### src/rtl/thermo_decoder_if.sv
// Thermometer decoder bus: the sample side (thermometer code, complement rail
// and qualifier) plus the decoded result side (binary value, valid, flags).
// The master drives samples; the slave (the decoder) drives results.
interface thermo_decoder_if #(
  parameter int N_BITS = 8
);
  localparam int T = (1 << N_BITS) - 1;

  logic              thermo_in   [T:1];
  logic              thermo_in_b [T:1];
  logic              sample_valid;
  logic [N_BITS-1:0] binary_out;
  logic              out_valid;
  logic              rail_error;
  logic              bubble_flag;

  modport master (
    output thermo_in, thermo_in_b, sample_valid,
    input  binary_out, out_valid, rail_error, bubble_flag
  );

  modport slave (
    input  thermo_in, thermo_in_b, sample_valid,
    output binary_out, out_valid, rail_error, bubble_flag
  );
endinterface

### src/rtl/thermo_decoder.sv
// Thermometer-to-binary decoder, 3-stage pipeline:
//   stage 0 captures the code and its complement rail,
//   stage 1 derives the rail/bubble flags and per-group popcounts,
//   stage 2 sums the groups and registers the result.
// Optional feature macro: THERMO_BUBBLE_CORRECT_EN. When defined, each code bit
// is replaced by the 3-input majority of itself and its neighbours before the
// count, so a single isolated bubble decodes to the intended level. Flags are
// always taken from the uncorrected capture.
module thermo_decoder #(
  parameter int N_BITS = 8,
  parameter int GROUP  = 16
) (
  input  logic              clk,
  input  logic              rst,
  thermo_decoder_if.slave   bus
);
  localparam int T  = (1 << N_BITS) - 1;
  localparam int NG = (T + 1) / GROUP;
  localparam int CW = $clog2(GROUP + 1);

  // ---------------- stage 0: capture ----------------
  logic [T:1]   t0_reg;
  logic [T-1:1] tb0_reg;
  logic         v0_reg;

  // Capture a qualified sample; data holds when nothing is offered.
  always_ff @(posedge clk or negedge rst) begin
    if (!rst) begin
      t0_reg  <= '0;
      tb0_reg <= '0;
      v0_reg  <= 1'b0;
    end else begin
      v0_reg <= bus.sample_valid;
      if (bus.sample_valid) begin
        for (int i = 1; i <= T; i++) begin
          t0_reg[i] <= bus.thermo_in[i];
        end
        for (int i = 1; i <= T - 1; i++) begin
          tb0_reg[i] <= bus.thermo_in_b[i];
        end
      end
    end
  end

  // ---------------- stage 1: flags, correction, partial counts ----------------
  logic [T-1:1] rail_bits;
  logic [T-1:1] bub_bits;
  logic [T:0]   code_pad;

  // Flags only look at positions 1..T-1 (the adjacent-pair range).
  genvar gi;
  generate
    for (gi = 1; gi <= T - 1; gi++) begin : g_flag
      assign rail_bits[gi] = t0_reg[gi] ~^ tb0_reg[gi];
      assign bub_bits[gi]  = ~t0_reg[gi] & t0_reg[gi+1];
    end
  endgenerate

  // Position 0 pads the first count group so every group is GROUP wide.
  assign code_pad[0] = 1'b0;

`ifdef THERMO_BUBBLE_CORRECT_EN
  // Below level 1 the code is implicitly 1, above level T it is implicitly 0.
  logic [T+1:0] ext;
  assign ext = {1'b0, t0_reg, 1'b1};
  generate
    for (gi = 1; gi <= T; gi++) begin : g_maj
      assign code_pad[gi] = (ext[gi-1] & ext[gi]) |
                            (ext[gi-1] & ext[gi+1]) |
                            (ext[gi]   & ext[gi+1]);
    end
  endgenerate
`else
  assign code_pad[T:1] = t0_reg;
`endif

  logic [CW-1:0] grp_cnt [NG];

  // Popcount of each GROUP-wide slice of the (padded) code.
  always_comb begin
    for (int g = 0; g < NG; g++) begin
      grp_cnt[g] = '0;
      for (int b = 0; b < GROUP; b++) begin
        grp_cnt[g] = grp_cnt[g] + CW'(code_pad[g*GROUP + b]);
      end
    end
  end

  logic [CW-1:0] cnt_reg [NG];
  logic          rail1_reg;
  logic          bub1_reg;
  logic          v1_reg;

  // Register partial counts and flags for a valid stage-0 sample.
  always_ff @(posedge clk or negedge rst) begin
    if (!rst) begin
      for (int g = 0; g < NG; g++) begin
        cnt_reg[g] <= '0;
      end
      rail1_reg <= 1'b0;
      bub1_reg  <= 1'b0;
      v1_reg    <= 1'b0;
    end else begin
      v1_reg <= v0_reg;
      if (v0_reg) begin
        cnt_reg   <= grp_cnt;
        rail1_reg <= |rail_bits;
        bub1_reg  <= |bub_bits;
      end
    end
  end

  // ---------------- stage 2: sum and output ----------------
  logic [N_BITS-1:0] sum;

  // Total never exceeds T, so N_BITS holds it without saturation.
  always_comb begin
    sum = '0;
    for (int g = 0; g < NG; g++) begin
      sum = sum + N_BITS'(cnt_reg[g]);
    end
  end

  logic [N_BITS-1:0] bin_reg;
  logic              out_valid_reg;
  logic              rail_reg;
  logic              bub_reg;

  // Outputs update only on a valid result and otherwise hold.
  always_ff @(posedge clk or negedge rst) begin
    if (!rst) begin
      bin_reg       <= '0;
      out_valid_reg <= 1'b0;
      rail_reg      <= 1'b0;
      bub_reg       <= 1'b0;
    end else begin
      out_valid_reg <= v1_reg;
      if (v1_reg) begin
        bin_reg  <= sum;
        rail_reg <= rail1_reg;
        bub_reg  <= bub1_reg;
      end
    end
  end

  assign bus.binary_out  = bin_reg;
  assign bus.out_valid   = out_valid_reg;
  assign bus.rail_error  = rail_reg;
  assign bus.bubble_flag = bub_reg;
endmodule

### src/flat_wrapper.sv
// flat-port wrapper written by rule: the top's interface ports become plain ports
module thermo_decoder_flat 
#(
  parameter int N_BITS = 8,
  parameter int GROUP  = 16
)
  (clk, rst, bus_thermo_in, bus_thermo_in_b, bus_sample_valid, bus_binary_out, bus_out_valid, bus_rail_error, bus_bubble_flag);
  thermo_decoder_if #(.N_BITS(N_BITS)) bus_i ();
  input  logic clk;
  input  logic rst;
  input wire logic [$bits(bus_i.thermo_in)-1:0] bus_thermo_in;
  input wire logic [$bits(bus_i.thermo_in_b)-1:0] bus_thermo_in_b;
  input wire logic [$bits(bus_i.sample_valid)-1:0] bus_sample_valid;
  output wire logic [$bits(bus_i.binary_out)-1:0] bus_binary_out;
  output wire logic [$bits(bus_i.out_valid)-1:0] bus_out_valid;
  output wire logic [$bits(bus_i.rail_error)-1:0] bus_rail_error;
  output wire logic [$bits(bus_i.bubble_flag)-1:0] bus_bubble_flag;
  assign bus_i.thermo_in = {>>{bus_thermo_in}};
  assign bus_i.thermo_in_b = {>>{bus_thermo_in_b}};
  assign bus_i.sample_valid = bus_sample_valid;
  assign bus_binary_out = bus_i.binary_out;
  assign bus_out_valid = bus_i.out_valid;
  assign bus_rail_error = bus_i.rail_error;
  assign bus_bubble_flag = bus_i.bubble_flag;
  thermo_decoder #(.N_BITS(N_BITS), .GROUP(GROUP)) u_core (.clk(clk), .rst(rst), .bus(bus_i));
endmodule
### config.mk
export PLATFORM = sky130hd
export DESIGN_NAME = thermo_decoder_flat
export DESIGN_NICKNAME = d
export VERILOG_FILES = /design/src/rtl/thermo_decoder_if.sv /design/src/rtl/thermo_decoder.sv /design/src/flat_wrapper.sv
export SDC_FILE = /design/constraint.sdc
export NUM_CORES = 2
export LEC_CHECK = 0
export BUFFER_PORTS_ARGS = -buffer_cell sky130_fd_sc_hd__buf_2
export CORE_MARGIN = 4
export CORE_UTILIZATION = 35
export DETAILED_ROUTE_END_ITERATION = 12
export SLEW_MARGIN = 20
export SYNTH_ARGS = -nofsm -noshare
export SYNTH_HDL_FRONTEND = slang
export SYNTH_SLANG_ARGS = --single-unit
### constraint.sdc
create_clock -name clk -period 6.8 [get_ports clk]
set_clock_uncertainty 0.05 [all_clocks]
set_input_delay 0.34 -clock clk [delete_from_list [all_inputs] [get_ports clk]]
set_output_delay 0.34 -clock clk [all_outputs]
set_load 0.005 [all_outputs]
==> run summary <==
post-route minimum period -> 5.98 ns
total track usage -> 31.5%
row count -> 113
Final setup viols -> 0
met2 routed WL -> 71500 um
area leader, netlist -> dfrtp_1
synth unique cells -> 41
YS warnings -> 0
Largest register FFs -> 255
Post-synth EDFFs -> 0
fin nets -> 4833
via count -> 28600
dpl hpwl -> 128000 um
Synth top area share -> 44.7%
FF-to-FF Start -> u_core.cnt_reg[70]
VDD IR-drop max -> 0.00254 V
unrepaired setup endpoints after global routing -> no
commonest cells in the netlist -> dfrtp_1, inv_1, mux2_2
PwrDens -> 571 nW/um2
placed cell count -> 4700
Die X -> 319 um
GR Overflow Total -> 0
root buffer cell -> clkbuf_16
CTS tree -> done
CP arrival -> 6.45 ns
drt via density -> 5.37
WHS Endpoint -> u_core.t0_reg[215]
met3 routed WL -> 14100 um
count leader, synth -> dfrtp_1
Slew HR -> 21.9%
Fin. Hold Viols -> 0
Max Fclk -> 167 MHz
actual slew at the worst max-slew pin -> 1.16 ns
Avg WL per Cell -> 30.4 um
layout cell share with drive strength beyond 1 -> 25.3%
die area -> 102000 um2
Crit. End Element -> flip-flop
Area growth syn-to-layout -> 33.5%
Layout fillers -> 8570
Worst Reg-to-Reg Cells -> 22
Routed Antenna Nets -> 0
largest net degree at the start of global routing -> 195
Mapped Cells -> 2986
first drt pass iteration count -> 5
post-cts resize count -> 0
FF-to-FF End -> u_core.bus.binary_out[6]
H-tree levels -> 3
hold path depth -> 3
hold_sp -> bus_thermo_in[214]
Clock transition at path regs -> 0.06 ns
drc violations -> 0
vias in the first global route -> 30000
initial detailed-routing violation count -> 3322
Core Util, Final -> 47.3%
post-route non-filler standard cell count -> 5318
Cell Area, Synth -> 33800 um2
top cells by area, synth -> dfrtp_1, fa_1, mux2_2
CP startpoint kind -> flip-flop
met1 wire length -> 65300 um
fin crit share -> 88.0%
core footprint -> 95400 um2
Post-Syn Area per Cell -> 11.3 um2
Post-Syn Nets -> 3822
Clock Latency Late Sink -> 0.66 ns
async set-or-reset flop fraction in the synthesized netlist -> 100%
register area share after synthesis -> 44.7%
final slew viol count -> 0
I/O pin total -> 524
total chip power -> 25.8 mW
Port-buffer cells -> 522
die height -> 319 um
Synth Register Bits -> 604
Setup Total Neg Slack -> 0 ns
top layer used by detailed routing -> met5
MaxCap Viol Count -> 0
most used flip-flop cell after synthesis -> dfrtp_1
first-pass GRT wire length -> 225000 um
Post-CTS Setup Inserts -> 0
Sink Count -> 604
overall routed net length -> 162000 um
critical path class -> reg2reg
maximum clock path buffer count -> 3
Register-to-Register Setup Slack -> 0.82 ns
Pleak -> 20.7 nW
CP Max Fanout -> 2
Initial Util -> 35.4%
Num CTS Buffers -> 72
initial antenna violation count -> 7
routability-driven placement congestion ratio -> 1.05
worst hold-check path type -> in2reg
status -> completed
CP required -> 7.27 ns
-- logic make-up (layout without fill, tap and decap cells) --
family / count (synthesis) / in the layout / synth area share (%)
other: 0 / 4 / 0
flip-flops: 604 / 604 / 44.7
multiplexers: 363 / 363 / 12.1
XOR/XNOR: 202 / 202 / 5.24
AO/OA/AOI/OAI: 509 / 509 / 9.00
adder cells (fa/ha/maj): 323 / 323 / 16.9
AND/OR/NAND/NOR: 452 / 452 / 6.03
buffers and inverters: 533 / 1596 / 6.02
-- report_power, final --
| group | internal, mW | leakage [nW] | switching (mW) |
|---|---|---|---|
| Combinational | 8.16 | 12.3 | 8.65 |
| Clock | 2.28 | 1.17 | 1.65 |
| Sequential | 4.27 | 7.18 | 0.753 |
| Total | 14.7 | 20.7 | 11.0 |
-- per-layer routing --
layer	vias up	GRT usage [%]
li1	12000	-
met1	14500	42.1
met2	1621	48.2
met3	411	6.46
met4	4	17.5
met5	-	0.509
-- critical path, cell delays in order (launching register included) --
cell     delay, ns
dfrtp_1       0.35
ha_1          0.16
inv_1         0.06
fa_1          0.47
xnor2_1       0.18
fa_1          0.54
inv_1         0.06
fa_1          0.52
inv_1         0.06
fa_1          0.51
fa_1          0.55
inv_1         0.06
fa_1          0.50
fa_1          0.48
inv_1         0.07
ha_1          0.17
inv_1         0.06
fa_1          0.40
inv_1         0.07
a21o_1        0.10
a21oi_1       0.07
xnor2_1       0.13
mux2_2        0.26
-- layout make-up --
| class | instances | area [um2] | share of cell area [%] |
|---|---|---|---|
| well taps | 1265 | 1580 | 3.51 |
| repair buffers | 1030 | 7740 | 17.2 |
| clock inverters | 22 | 248 | 0.549 |
| multi-input cells | 1849 | 16700 | 36.9 |
| clock buffers | 104 | 2110 | 4.68 |
| inverters | 440 | 1650 | 3.66 |
| diodes | 4 | 10.0 | 0.0222 |
| flip-flops and latches | 604 | 15100 | 33.5 |
-- how the worst max path moves through the flow --
stage	start	end	slack (ns)
floorplan	u_core.cnt_reg[70]	u_core.bus.binary_out[6]	1.07
global placement	u_core.cnt_reg[70]	u_core.bus.binary_out[6]	0.82
detailed placement	u_core.cnt_reg[70]	u_core.bus.binary_out[6]	0.79
CTS	u_core.cnt_reg[70]	u_core.bus.binary_out[6]	0.77
global route	u_core.cnt_reg[70]	u_core.bus.binary_out[7]	0.49
finish	u_core.cnt_reg[70]	u_core.bus.binary_out[6]	0.82
-- metrics by stage --
stage	hold slack [ns]	setup slack, ns	area (um2)
final	0.00362	0.819	45100
after global routing	0.0226	0.489	45100
after CTS	0.000462	0.771	45100
after detailed placement	0.387	0.788	37900
after global placement	0.384	0.825	37900
after floorplan	-0.00559	1.07	33800
-- cells in the final DEF, fill, tap and decap left out, types with 14 or more instances in the layout --
| cell type | instances |
|---|---|
| clkbuf_8 | 17 |
| ha_1 | 101 |
| inv_1 | 438 |
| o2bb2ai_1 | 24 |
| o22ai_1 | 81 |
| nand4_1 | 29 |
| nand2_1 | 239 |
| buf_4 | 14 |
| o21ai_0 | 219 |
| dfrtp_1 | 603 |
| nor2_1 | 75 |
| a21oi_1 | 93 |
| xor2_1 | 33 |
| dlygate4sd3_1 | 488 |
| fa_1 | 222 |
| clkbuf_1 | 14 |
| a221oi_1 | 24 |
| a21o_1 | 20 |
| buf_2 | 520 |
| nand2b_1 | 21 |
| mux2_2 | 362 |
| clkbuf_16 | 73 |
| nor4_1 | 58 |
| xnor2_1 | 169 |
-- repair_timing --
item,CTS,global route
hold endpoints to repair,572,0
hold buffers,488,0
setup endpoints to repair,0,0
No activity file was read; power rests on OpenSTA's default activity.
